[config.mk]
export PLATFORM = sky130hd
export DESIGN_NAME = dfc_arbiter
export DESIGN_NICKNAME = d
export VERILOG_FILES = /design/src/rtl/dfc_rr_grant.sv /design/src/rtl/dfc_arbiter.sv
export SDC_FILE = /design/constraint.sdc
export NUM_CORES = 1
export LEC_CHECK = 0
export BUFFER_PORTS_ARGS = -buffer_cell sky130_fd_sc_hd__buf_2
export CAP_MARGIN = 20
export CORE_MARGIN = 2
export CORE_UTILIZATION = 45
export CTS_CLUSTER_SIZE = 25
export DETAILED_ROUTE_END_ITERATION = 8
export GPL_ROUTABILITY_DRIVEN = 1
export PLACE_DENSITY = 0.75
export SLEW_MARGIN = 5
export SYNTH_ARGS = -nofsm -noshare
export SYNTH_HDL_FRONTEND = slang
export SYNTH_SLANG_ARGS = --single-unit
[constraint.sdc]
create_clock -name clk -period 6.07 [get_ports clk]
set_input_delay 1.214 -clock clk [delete_from_list [all_inputs] [get_ports clk]]
set_output_delay 1.214 -clock clk [all_outputs]
set_load 0.01 [all_outputs]
[src/rtl/dfc_rr_grant.sv]
// Round-robin grant: picks the first candidate after the previous winner, wrapping modulo n_req.
// Purely combinational so several arbiters can share it.
module dfc_rr_grant #(
    parameter int unsigned n_req = 4,
    parameter int unsigned ptr_w = (n_req > 1) ? $clog2(n_req) : 1
) (
    input  logic [n_req-1:0] cand_i,
    input  logic [ptr_w-1:0] last_i,
    output logic [n_req-1:0] grant_o,
    output logic [ptr_w-1:0] sel_o
);

    localparam logic [ptr_w:0] n_wide = (ptr_w + 1)'(n_req);

    logic [ptr_w:0] idx;
    logic           found;

    // NOTE: every variable driven here gets a default before the loop, otherwise the
    // paths that never find a candidate would infer latches.
    always_comb begin
        grant_o = '0;
        sel_o   = '0;
        found   = 1'b0;
        idx     = '0;
        for (int unsigned k = 1; k <= n_req; k++) begin
            idx = {1'b0, last_i} + (ptr_w + 1)'(k);
            if (idx >= n_wide) idx = idx - n_wide;
            if (!found && cand_i[idx[ptr_w-1:0]]) begin
                found                     = 1'b1;
                grant_o[idx[ptr_w-1:0]]   = 1'b1;
                sel_o                     = idx[ptr_w-1:0];
            end
        end
    end

endmodule

[src/rtl/dfc_arbiter.sv]
// Round-robin packet arbiter driving a registered delayed-flow-control link.
// Issue decisions use a registered copy of the receiver's credit hint; grants lock for a whole packet.
module dfc_arbiter #(
    parameter int unsigned inputs = 4,
    parameter int unsigned width  = 8
) (
    input  logic                    clk,
    input  logic                    reset,
    input  logic [inputs-1:0]       c_srdy,
    output logic [inputs-1:0]       c_drdy,
    input  logic [inputs*width-1:0] c_data,
    input  logic [inputs-1:0]       c_eop,
    output logic                    p_srdy,
    output logic [width-1:0]        p_data,
    output logic                    p_eop,
    output logic [inputs-1:0]       p_grant,
    input  logic                    p_drdy
);

    localparam int unsigned      ptr_w    = (inputs > 1) ? $clog2(inputs) : 1;
    localparam logic [ptr_w-1:0] last_rst = (ptr_w)'(inputs - 1);

    typedef enum logic {
        IDLE   = 1'b0,
        LOCKED = 1'b1
    } state_t;

    state_t            state_q, state_d;
    logic [ptr_w-1:0]  last_q, last_d;
    logic [ptr_w-1:0]  owner_q, owner_d;
    logic              l_drdy_q;

    logic [inputs-1:0] owner_oh, cand, grant;
    logic [ptr_w-1:0]  sel;
    logic              issue;
    logic [width-1:0]  mux_data;
    logic              mux_eop;

    logic              p_srdy_q, p_eop_q;
    logic [inputs-1:0] p_grant_q;
    logic [width-1:0]  p_data_q;

    always_comb begin
        owner_oh          = '0;
        owner_oh[owner_q] = 1'b1;
        cand              = (state_q == LOCKED) ? (c_srdy & owner_oh) : c_srdy;
    end

    dfc_rr_grant #(
        .n_req (inputs),
        .ptr_w (ptr_w)
    ) u_rr_grant (
        .cand_i  (cand),
        .last_i  (last_q),
        .grant_o (grant),
        .sel_o   (sel)
    );

    assign issue  = l_drdy_q & (|cand);
    assign c_drdy = issue ? grant : '0;

    always_comb begin
        mux_data = '0;
        mux_eop  = 1'b0;
        for (int i = 0; i < int'(inputs); i++) begin
            if (grant[i]) begin
                mux_data = c_data[i*width +: width];
                mux_eop  = c_eop[i];
            end
        end
    end

    // Pointer only advances when a packet ends, so a locked owner is never preempted.
    always_comb begin
        state_d = state_q;
        last_d  = last_q;
        owner_d = owner_q;
        unique case (state_q)
            IDLE: begin
                if (issue) begin
                    if (mux_eop) begin
                        last_d = sel;
                    end else begin
                        state_d = LOCKED;
                        owner_d = sel;
                    end
                end
            end
            LOCKED: begin
                if (issue && mux_eop) begin
                    state_d = IDLE;
                    last_d  = owner_q;
                end
            end
            default: state_d = IDLE;
        endcase
    end

    // NOTE: state is updated with non-blocking assignments so every register samples
    // the pre-edge values regardless of block ordering.
    always_ff @(posedge clk) begin
        if (reset) begin
            state_q   <= IDLE;
            last_q    <= last_rst;
            owner_q   <= '0;
            l_drdy_q  <= 1'b0;
            p_srdy_q  <= 1'b0;
            p_eop_q   <= 1'b0;
            p_grant_q <= '0;
        end else begin
            state_q   <= state_d;
            last_q    <= last_d;
            owner_q   <= owner_d;
            l_drdy_q  <= p_drdy;
            p_srdy_q  <= issue;
            p_eop_q   <= issue & mux_eop;
            p_grant_q <= issue ? grant : '0;
        end
    end

    // NOTE: the data register is deliberately left out of reset; it is only meaningful
    // while p_srdy is high, so a reset would add fan-out for no functional gain.
    always_ff @(posedge clk) begin
        if (issue) p_data_q <= mux_data;
    end

    assign p_srdy  = p_srdy_q;
    assign p_data  = p_data_q;
    assign p_eop   = p_eop_q;
    assign p_grant = p_grant_q;

endmodule

==> flow_summary.ini, run 1 <==
[global_routing]
gr-total-overflow = 0
grt_usage_pct = 20.6
busiest_layer = met2
grt_max_degree = 21
met1_usage_pct = 26.9
grtUsageMet2_pct = 35.7
grt_pass1_vias = 1569
met3_usage_pct = 2.05
grt_antenna_before_repair = 0
grt_pass1_wl_um = 6930

[critical_path]
critPathSlowestCell = dfxtp_1
start_kind = flip-flop
worstRegToRegCells = 10
crit_type = reg -> out
crit_family = compound AO/OA/AOI/OAI gates
timing.rr.start = last_q[0]$_SDFFE_PP1P_
critPathMaxFanout = 20
ff2ff_setup_slack_ps = 2090
critPathBufInv = 4
worstSetupEndpointType = output pin
cp.arrival_ps = 3430
cp.required_ps = 4860
cpMostUsedCell = inv_1
critPathMaxStageDelay_ps = 790
critPathLaunch = last_q[0]$_SDFFE_PP1P_
cp_cell_sequence = inv_1 -> ha_1 -> inv_1 -> o21ai_0 -> a2bb2oi_1 -> o31ai_1 -> a221oi_1 -> buf_4 -> nor2_1 -> buf_2
r2r_end = last_q[1]$_SDFFE_PP1P_

[synthesis]
synth_largest_area_cell = dfxtp_1
synth_top_area_share_pct = 14.3
synth_edf_count = 8
synth-main-ff-cell = dfxtp_1
syn-num-nets = 249
synth.area.top_cells = dfxtp_1, edfxtp_1, ha_1
yosysUniqueCellTypes = 50
synthCells = 199
synth-seq-cells = 20
netlist_area_um2 = 1680
yosys_warnings = 0
avgSynthCellArea_um2 = 8.45
yosysSeqAreaShare_pct = 28.6
ys_async_sr_fraction_pct = 0

[final_layout]
final_cell_mix = buf_2, nor2_1, inv_1
final.fill_count = 341
area_delta_synth_final_pct = 22.0
nets = 304
drive_gt1_share_pct = 30.4
num_antenna_cells = 0
instances_no_fill = 301
layout_commonest_cell = buf_2

[sta]
setup_violations = 0
rsz0062_at_grt = false
max_freq_mhz = 215
final.setup.tns_ps = 0
worst_pin_slew_ps = 721
fin_skew_ps = 3.69
period_share_pct = 76.5
relSlewSlack_pct = 51.8
maxSlewViolCount = 0
finalHoldViolCount = 0
fin_crit_ps = 4640
setup_slack_ps = 1430

[drt]
drtIter0Drc = 90
antenna_left = 0
wirelength_um = 4250
drc = 0
num_vias = 1707
avgRoutedWirePerCell_um = 14.1
viasPerCell = 5.67
drt_first_pass_iters = 4

[floorplan]
die-area_um2 = 4240
die_w_um = 65.1
coreArea_um2 = 3630
initial_core_util_pct = 46.3
ios = 61
fp.dieH_um = 65.1
rows = 22

[power]
p_sw_w = 0.000558
pwr-share-clk_pct = 9.7
p_leak_nw = 0.942
sequentialPowerShare_pct = 22.5
irDropWorstVdd_mv = 0.244
pwr-share-comb_pct = 67.7
swShare_pct = 47.5
internal_power_w = 0.000616
power_density_nw_per_um2 = 572

[clock_tree]
numCtsBuffers = 3
cts_root_buf = clkbuf_8
clock_latency_ps = 250
cts_setup_buffers = 0
cts_resized = 0
clock_sinks = 20
ctsHoldBuffers = 0
clk_pin_slew_worst_paths_ps = 70
clock_path_buffers = 2
cts.htree.levels = 1
cts_tree = built

[run]
cap_violations = 0

[placement]
gp_congestion = 0.869
dp.final_hpwl_um = 3310
dp.cells = 297
port_buffers = 60
dp_slack_ps = 1690

[run_status]
status = complete, no violations

[hold_path]
hp-start = owner_q[0]$_SDFFE_PP0P_
hold_end = owner_q[0]$_SDFFE_PP0P_
hold_depth = 2
min_path_type = reg -> reg
==> state kept, by name (all words and copies together) (netlist names), named ones only <==
name	cells
last_q	2
l_drdy_q	1
p_grant	4
owner_q	2
p_data	8
p_eop	1
p_srdy	1
==> synth_stat cells (2+ instances only) <==
| master | count |
|---|---|
| a221o_1 | 3 |
| o221ai_1 | 4 |
| nand2_1 | 18 |
| inv_1 | 19 |
| o21ai_0 | 13 |
| edfxtp_1 | 8 |
| nand4bb_1 | 3 |
| a221oi_1 | 3 |
| clkbuf_1 | 5 |
| nor3_1 | 6 |
| o211ai_1 | 5 |
| buf_2 | 3 |
| buf_6 | 2 |
| dfxtp_1 | 12 |
| nor2_1 | 21 |
| nor2b_1 | 2 |
| o211a_1 | 4 |
| a21oi_1 | 12 |
| and3_1 | 2 |
| mux2i_1 | 6 |
| nand4b_1 | 3 |
| ha_1 | 7 |
| o31ai_1 | 11 |
==> cell families after synthesis <==
group	after synthesis	share of synthesized area, %
flops	20	28.6
buf+inv	30	8.04
mux	10	7.81
simple gates	64	19.8
fa+ha+maj	7	5.21
compound gates	68	30.6
==> worst max path at each step <==
stage	to	cells past startpoint
floorplan	c_drdy[2]	8
global placement	c_drdy[1]	8
detailed placement	c_drdy[2]	9
CTS	c_drdy[2]	10
global route	c_drdy[2]	10
finish	c_drdy[2]	10
==> power by group through the flow <==
stage	Sequential (W)	Combinational (W)	Clock [W]
final	0.000264	0.000795	0.000114
after floorplan	0.000256	0.000639	0
after global routing	0.000273	0.000892	0.000123
after detailed placement	0.000266	0.000786	0
after CTS	0.000264	0.000789	0.000117
after global placement	0.000265	0.000773	0
==> worst min-delay path: cells and delay by family, from the launching register on <==
kind,cells,cell delay [ps]
DFF,1,430
muxes,1,70
and+or+nand+nor,1,100
==> final cells by class <==
class,instances,area (um2),share of cell area (%)
multi-input combinational,149,1070,52.0
sequential,20,480,23.4
timing repair buffer,61,308,15.0
inverter,19,71.3,3.48
clock buffer,4,66.3,3.23
tap,48,60.1,2.93
==> routing by layer <==
layer	wire length [um]	up-vias
met3	204	8
li1	-	859
met2	2110	52
met1	1850	788
met5	0	-
met4	88	0
==> stage by stage <==
step	util [%]	area [um2]	total power, W	hold slack (ps)
3_5_place_dp	54.6	1990	0.00105	635
3_3_place_gp	54.6	1990	0.00104	601
6_report	56.5	2050	0.00117	649
5_1_grt	56.5	2050	0.00129	677
2_1_floorplan	-	1680	0.000895	592
4_1_cts	56.5	2050	0.00117	644
Note: power is estimated with default switching activity, not from simulation.
==> run 2, diff against run 1 <==
==> constraint.sdc (replaced) <==
create_clock -name clk -period 4.5 [get_ports clk]
set_input_delay 0.9 -clock clk [delete_from_list [all_inputs] [get_ports clk]]
set_output_delay 0.9 -clock clk [all_outputs]
set_load 0.01 [all_outputs]
==> run 2 against run 1 <==
Against the previous run: clock skew shrank 3.2 ps; sequential cell count unchanged; combinational power grew 38%; setup slack got worse by 820 ps.
==> flow_summary.ini, run 2 (synthesis results as in run 1) <==
[placement]
dp.final_hpwl_um = 3230
dpl_cell_area_um2 = 2000
port_buffers = 60
gp_congestion = 0.960
dp_slack_ps = 813

[clock_tree]
cts.htree.levels = 1
clk_pin_slew_worst_paths_ps = 70
clock_path_buffers = 2
numCtsBuffers = 3
clock_sinks = 20
ctsHoldBuffers = 0
cts_root_buf = clkbuf_8
cts_tree = built
clock_latency_ps = 250
cts_resized = 0
cts_setup_buffers = 0

[drt]
wirelength_um = 4080
drc = 0
avgRoutedWirePerCell_um = 13.5
antenna_left = 0
viasPerCell = 5.65
drtIter0Drc = 130
drt_first_pass_iters = 6
num_vias = 1711

[hold_path]
min_path_type = reg -> reg

[critical_path]
cp.required_ps = 3600
start_kind = flip-flop
worstRegToRegCells = 11
ff2ff_setup_slack_ps = 870
critPathLaunch = last_q[1]$_SDFFE_PP1P_
timing.rr.start = last_q[1]$_SDFFE_PP1P_
worstSetupEndpointType = output pin
r2r_end = owner_q[1]$_SDFFE_PP0P_
endpoint = c_drdy[1]
cp.arrival_ps = 2990
crit_type = reg -> out
critPathMaxFanout = 13

[final_layout]
nets = 306
fin_area_um2 = 2050
largest_register_ffs = 8
final.fill_count = 347
num_antenna_cells = 0
layout_commonest_cell = buf_2
drive_gt1_share_pct = 30.6
utilization_pct = 56.3
area_delta_synth_final_pct = 21.7
final_cell_mix = buf_2, nor2_1, inv_1

[power]
pwr-share-clk_pct = 7.4
irDropWorstVdd_mv = 0.352
sequentialPowerShare_pct = 21.5
total_power_w = 0.00155
pwr-share-comb_pct = 71.1
internal_power_w = 0.000801
swShare_pct = 48.3
power_density_nw_per_um2 = 757
p_leak_nw = 0.940
p_sw_w = 0.000748

[sta]
period_share_pct = 86.5
worst_pin_slew_ps = 632
maxSlewViolCount = 0
relSlewSlack_pct = 57.9
fin_crit_ps = 3890
finalHoldViolCount = 0
fin_skew_ps = 0.454
setup_violations = 0
setup_slack_ps = 606
max_freq_mhz = 257
rsz0062_at_grt = false
final.setup.tns_ps = 0

[floorplan]
coreArea_um2 = 3630
ios = 61
initial_core_util_pct = 46.3
fp.dieH_um = 65.1
die_w_um = 65.1
die-area_um2 = 4240
rows = 22

[run]
cap_violations = 0

[global_routing]
grt_pass1_vias = 1414
grt_usage_pct = 18.9
grt_pass1_wl_um = 6380
grt_max_degree = 21
gr-total-overflow = 0
grt_antenna_before_repair = 0

[run_status]
status = complete, no violations
[run 2: how the worst min path moves through the flow]
stage                            start                 endpoint  slack (ps)  depth (start not counted)
6_report       owner_q[0]$_SDFFE_PP0P_  owner_q[0]$_SDFFE_PP0P_         610                          2
3_3_place_gp   owner_q[0]$_SDFFE_PP0P_  owner_q[0]$_SDFFE_PP0P_         610                          2
5_1_grt        owner_q[0]$_SDFFE_PP0P_  owner_q[0]$_SDFFE_PP0P_         640                          2
2_1_floorplan  owner_q[0]$_SDFFE_PP0P_  owner_q[0]$_SDFFE_PP0P_         590                          3
4_1_cts        owner_q[0]$_SDFFE_PP0P_  owner_q[0]$_SDFFE_PP0P_         610                          2
3_5_place_dp   owner_q[0]$_SDFFE_PP0P_  owner_q[0]$_SDFFE_PP0P_         600                          2
[run 2: cell type report]
type                       instances  area [um2]  area share, %
clock buffer                       3        41.3           2.02
clock inverter                     1        3.75          0.183
inverter                          19        71.3           3.49
multi-input combinational        149        1070           52.1
sequential                        20         480           23.5
tap                               48        60.1           2.94
timing repair buffer              63         323           15.8
[run 2: power by group through the flow]
stage                     logic (W)  clock network (W)  registers, W
after global placement      0.00107                  0      0.000337
after CTS                   0.00109           0.000115      0.000333
after global routing        0.00123           0.000124      0.000341
after floorplan            0.000862                  0      0.000346
after detailed placement    0.00109                  0      0.000336
final                       0.00110           0.000115      0.000334
[run 2: worst max-delay path: stages (launching register included)]
cell and delay (ps):
dfxtp_1 440, inv_1 230, ha_1 460, inv_1 140
o21ai_0 200, a2bb2oi_1 430, or3b_1 200, and4_1 430
nor2_1 80, buf_2 150
[run 2: routing by layer]
metal / wire length, um / track usage, %
met3: 182 / 1.88
met2: 2000 / 30.4
met4: 85 / 7.55
met5: 0 / 0
met1: 1810 / 26.1
[run 2: stage by stage]
step / hold WS, ps / instances
after global placement: 607 / 299
final: 613 / 303
after CTS: 609 / 303
after detailed placement: 602 / 299
after global routing: 644 / 303
after floorplan: 592 / 199
==> run 3, diff against run 2 <==
==> constraint.sdc (replaced) <==
create_clock -name clk -period 4.5 [get_ports clk]
set_input_delay 0.9 -clock clk [delete_from_list [all_inputs] [get_ports clk]]
set_output_delay 0.9 -clock clk [all_outputs]
set_load 0.1 [all_outputs]
==> run 3 against run 2 <==
Against the previous run: setup slack lost 220 ps; count of clock-buffer cells in the layout increased by 1; first-iteration DRC count increased by 25%; cell area decreased by 0.24%; global-route usage rose by 1.5 points; critical path depth did not move; critical endpoint unchanged; largest cell class unchanged.
==> flow_summary.ini, run 3 (synthesis results as in run 1) <==
[critical_path]
critPathLaunch = last_q[1]$_SDFFE_PP1P_
cp.required_ps = 3600
worstSetupEndpointType = output pin
start_kind = flip-flop
timing.rr.start = last_q[1]$_SDFFE_PP1P_
critPathMaxFanout = 13
crit_type = reg -> out
cp.arrival_ps = 3220

[sta]
rsz0062_at_grt = false
maxSlewViolCount = 0
period_share_pct = 91.5
fin_crit_ps = 4120
relSlewSlack_pct = 59.4
worst_pin_slew_ps = 609
hold_ws_ps = 621
final.setup.tns_ps = 0
finalHoldViolCount = 0
fin_skew_ps = 3.20
max_freq_mhz = 243
setup_violations = 0

[drt]
antenna_left = 0
num_vias = 1702
viasPerCell = 5.64
drtIter0Drc = 162
drt_first_pass_iters = 4
avgRoutedWirePerCell_um = 14.1
wirelength_um = 4260
drc = 0

[floorplan]
coreArea_um2 = 3630
fp.dieH_um = 65.1
ios = 61
initial_core_util_pct = 46.3
die-area_um2 = 4240
die_w_um = 65.1
rows = 22

[clock_tree]
cts_tree = built
clock_latency_ps = 250
cts_root_buf = clkbuf_8
cts_resized = 0
ctsHoldBuffers = 0
clock_path_buffers = 2
numCtsBuffers = 3
clk_pin_slew_worst_paths_ps = 70
cts_setup_buffers = 0
cts.htree.levels = 1
clock_sinks = 20

[placement]
gp_congestion = 0.886
dp.cells = 298
dpl_cell_area_um2 = 2000
dp.final_hpwl_um = 3300
port_buffers = 60

[hold_path]
hp-start = owner_q[0]$_SDFFE_PP0P_
min_path_type = reg -> reg

[global_routing]
gr-total-overflow = 0
grt_max_degree = 21
grt_pass1_wl_um = 6810
grt_pass1_vias = 1445
grt_usage_pct = 20.4
grt_antenna_before_repair = 0

[final_layout]
drive_gt1_share_pct = 30.7
layout_commonest_cell = buf_2
instances_no_fill = 302
final.fill_count = 345
largest_register_ffs = 8
area_delta_synth_final_pct = 21.4
fin_area_um2 = 2040
num_antenna_cells = 0
nets = 305
final_cell_mix = buf_2, nor2_1, inv_1

[run]
cap_violations = 0

[run_status]
status = complete, no violations
-- run 3: area by class of cell --
| type | instances | area (um2) | area share, % |
|---|---|---|---|
| multi-input cells | 149 | 1070 | 52.4 |
| clock buffers | 4 | 45.0 | 2.21 |
| flip-flops and latches | 20 | 480 | 23.5 |
| repair buffers | 62 | 315 | 15.5 |
| well taps | 48 | 60.1 | 2.94 |
| inverters | 19 | 71.3 | 3.49 |
-- run 3: worst paths after layout --
path,endpoint,slack (ps),cells past startpoint
max,c_drdy[1],380,9
min,owner_q[0]$_SDFFE_PP0P_,620,2
max reg2reg,last_q[1]$_SDFFE_PP1P_,870,10
min reg2reg,owner_q[0]$_SDFFE_PP0P_,620,2
-- run 3: per-layer routing --
layer	vias up	track usage, %	part of all wire [%]
met2	45	32.6	50
met1	793	29.6	46
met5	-	0	0
met4	0	6.25	0.70
li1	859	-	-
met3	5	1.20	3.3
-- run 3: metrics by stage --
stage / utilization, % / setup WS [ps]
floorplan: - / 15.6
global placement: 54.9 / 596
detailed placement: 54.9 / 551
CTS: 56.2 / 405
global route: 56.2 / 201
finish: 56.2 / 383
-- run 3: worst max-delay path, stage by stage (launching register included) --
cell and delay, ps:
dfxtp_1 450, inv_1 230, ha_1 410, inv_1 170, o21ai_0 200, a2bb2oi_1 240, or3b_1 410, and4_1 300
nor2_2 110, buf_2 430
Power of run 3 is left out: the tool's default activity adds up to more than one toggle a clock period on the data nets, which glitch-free logic cannot reach.
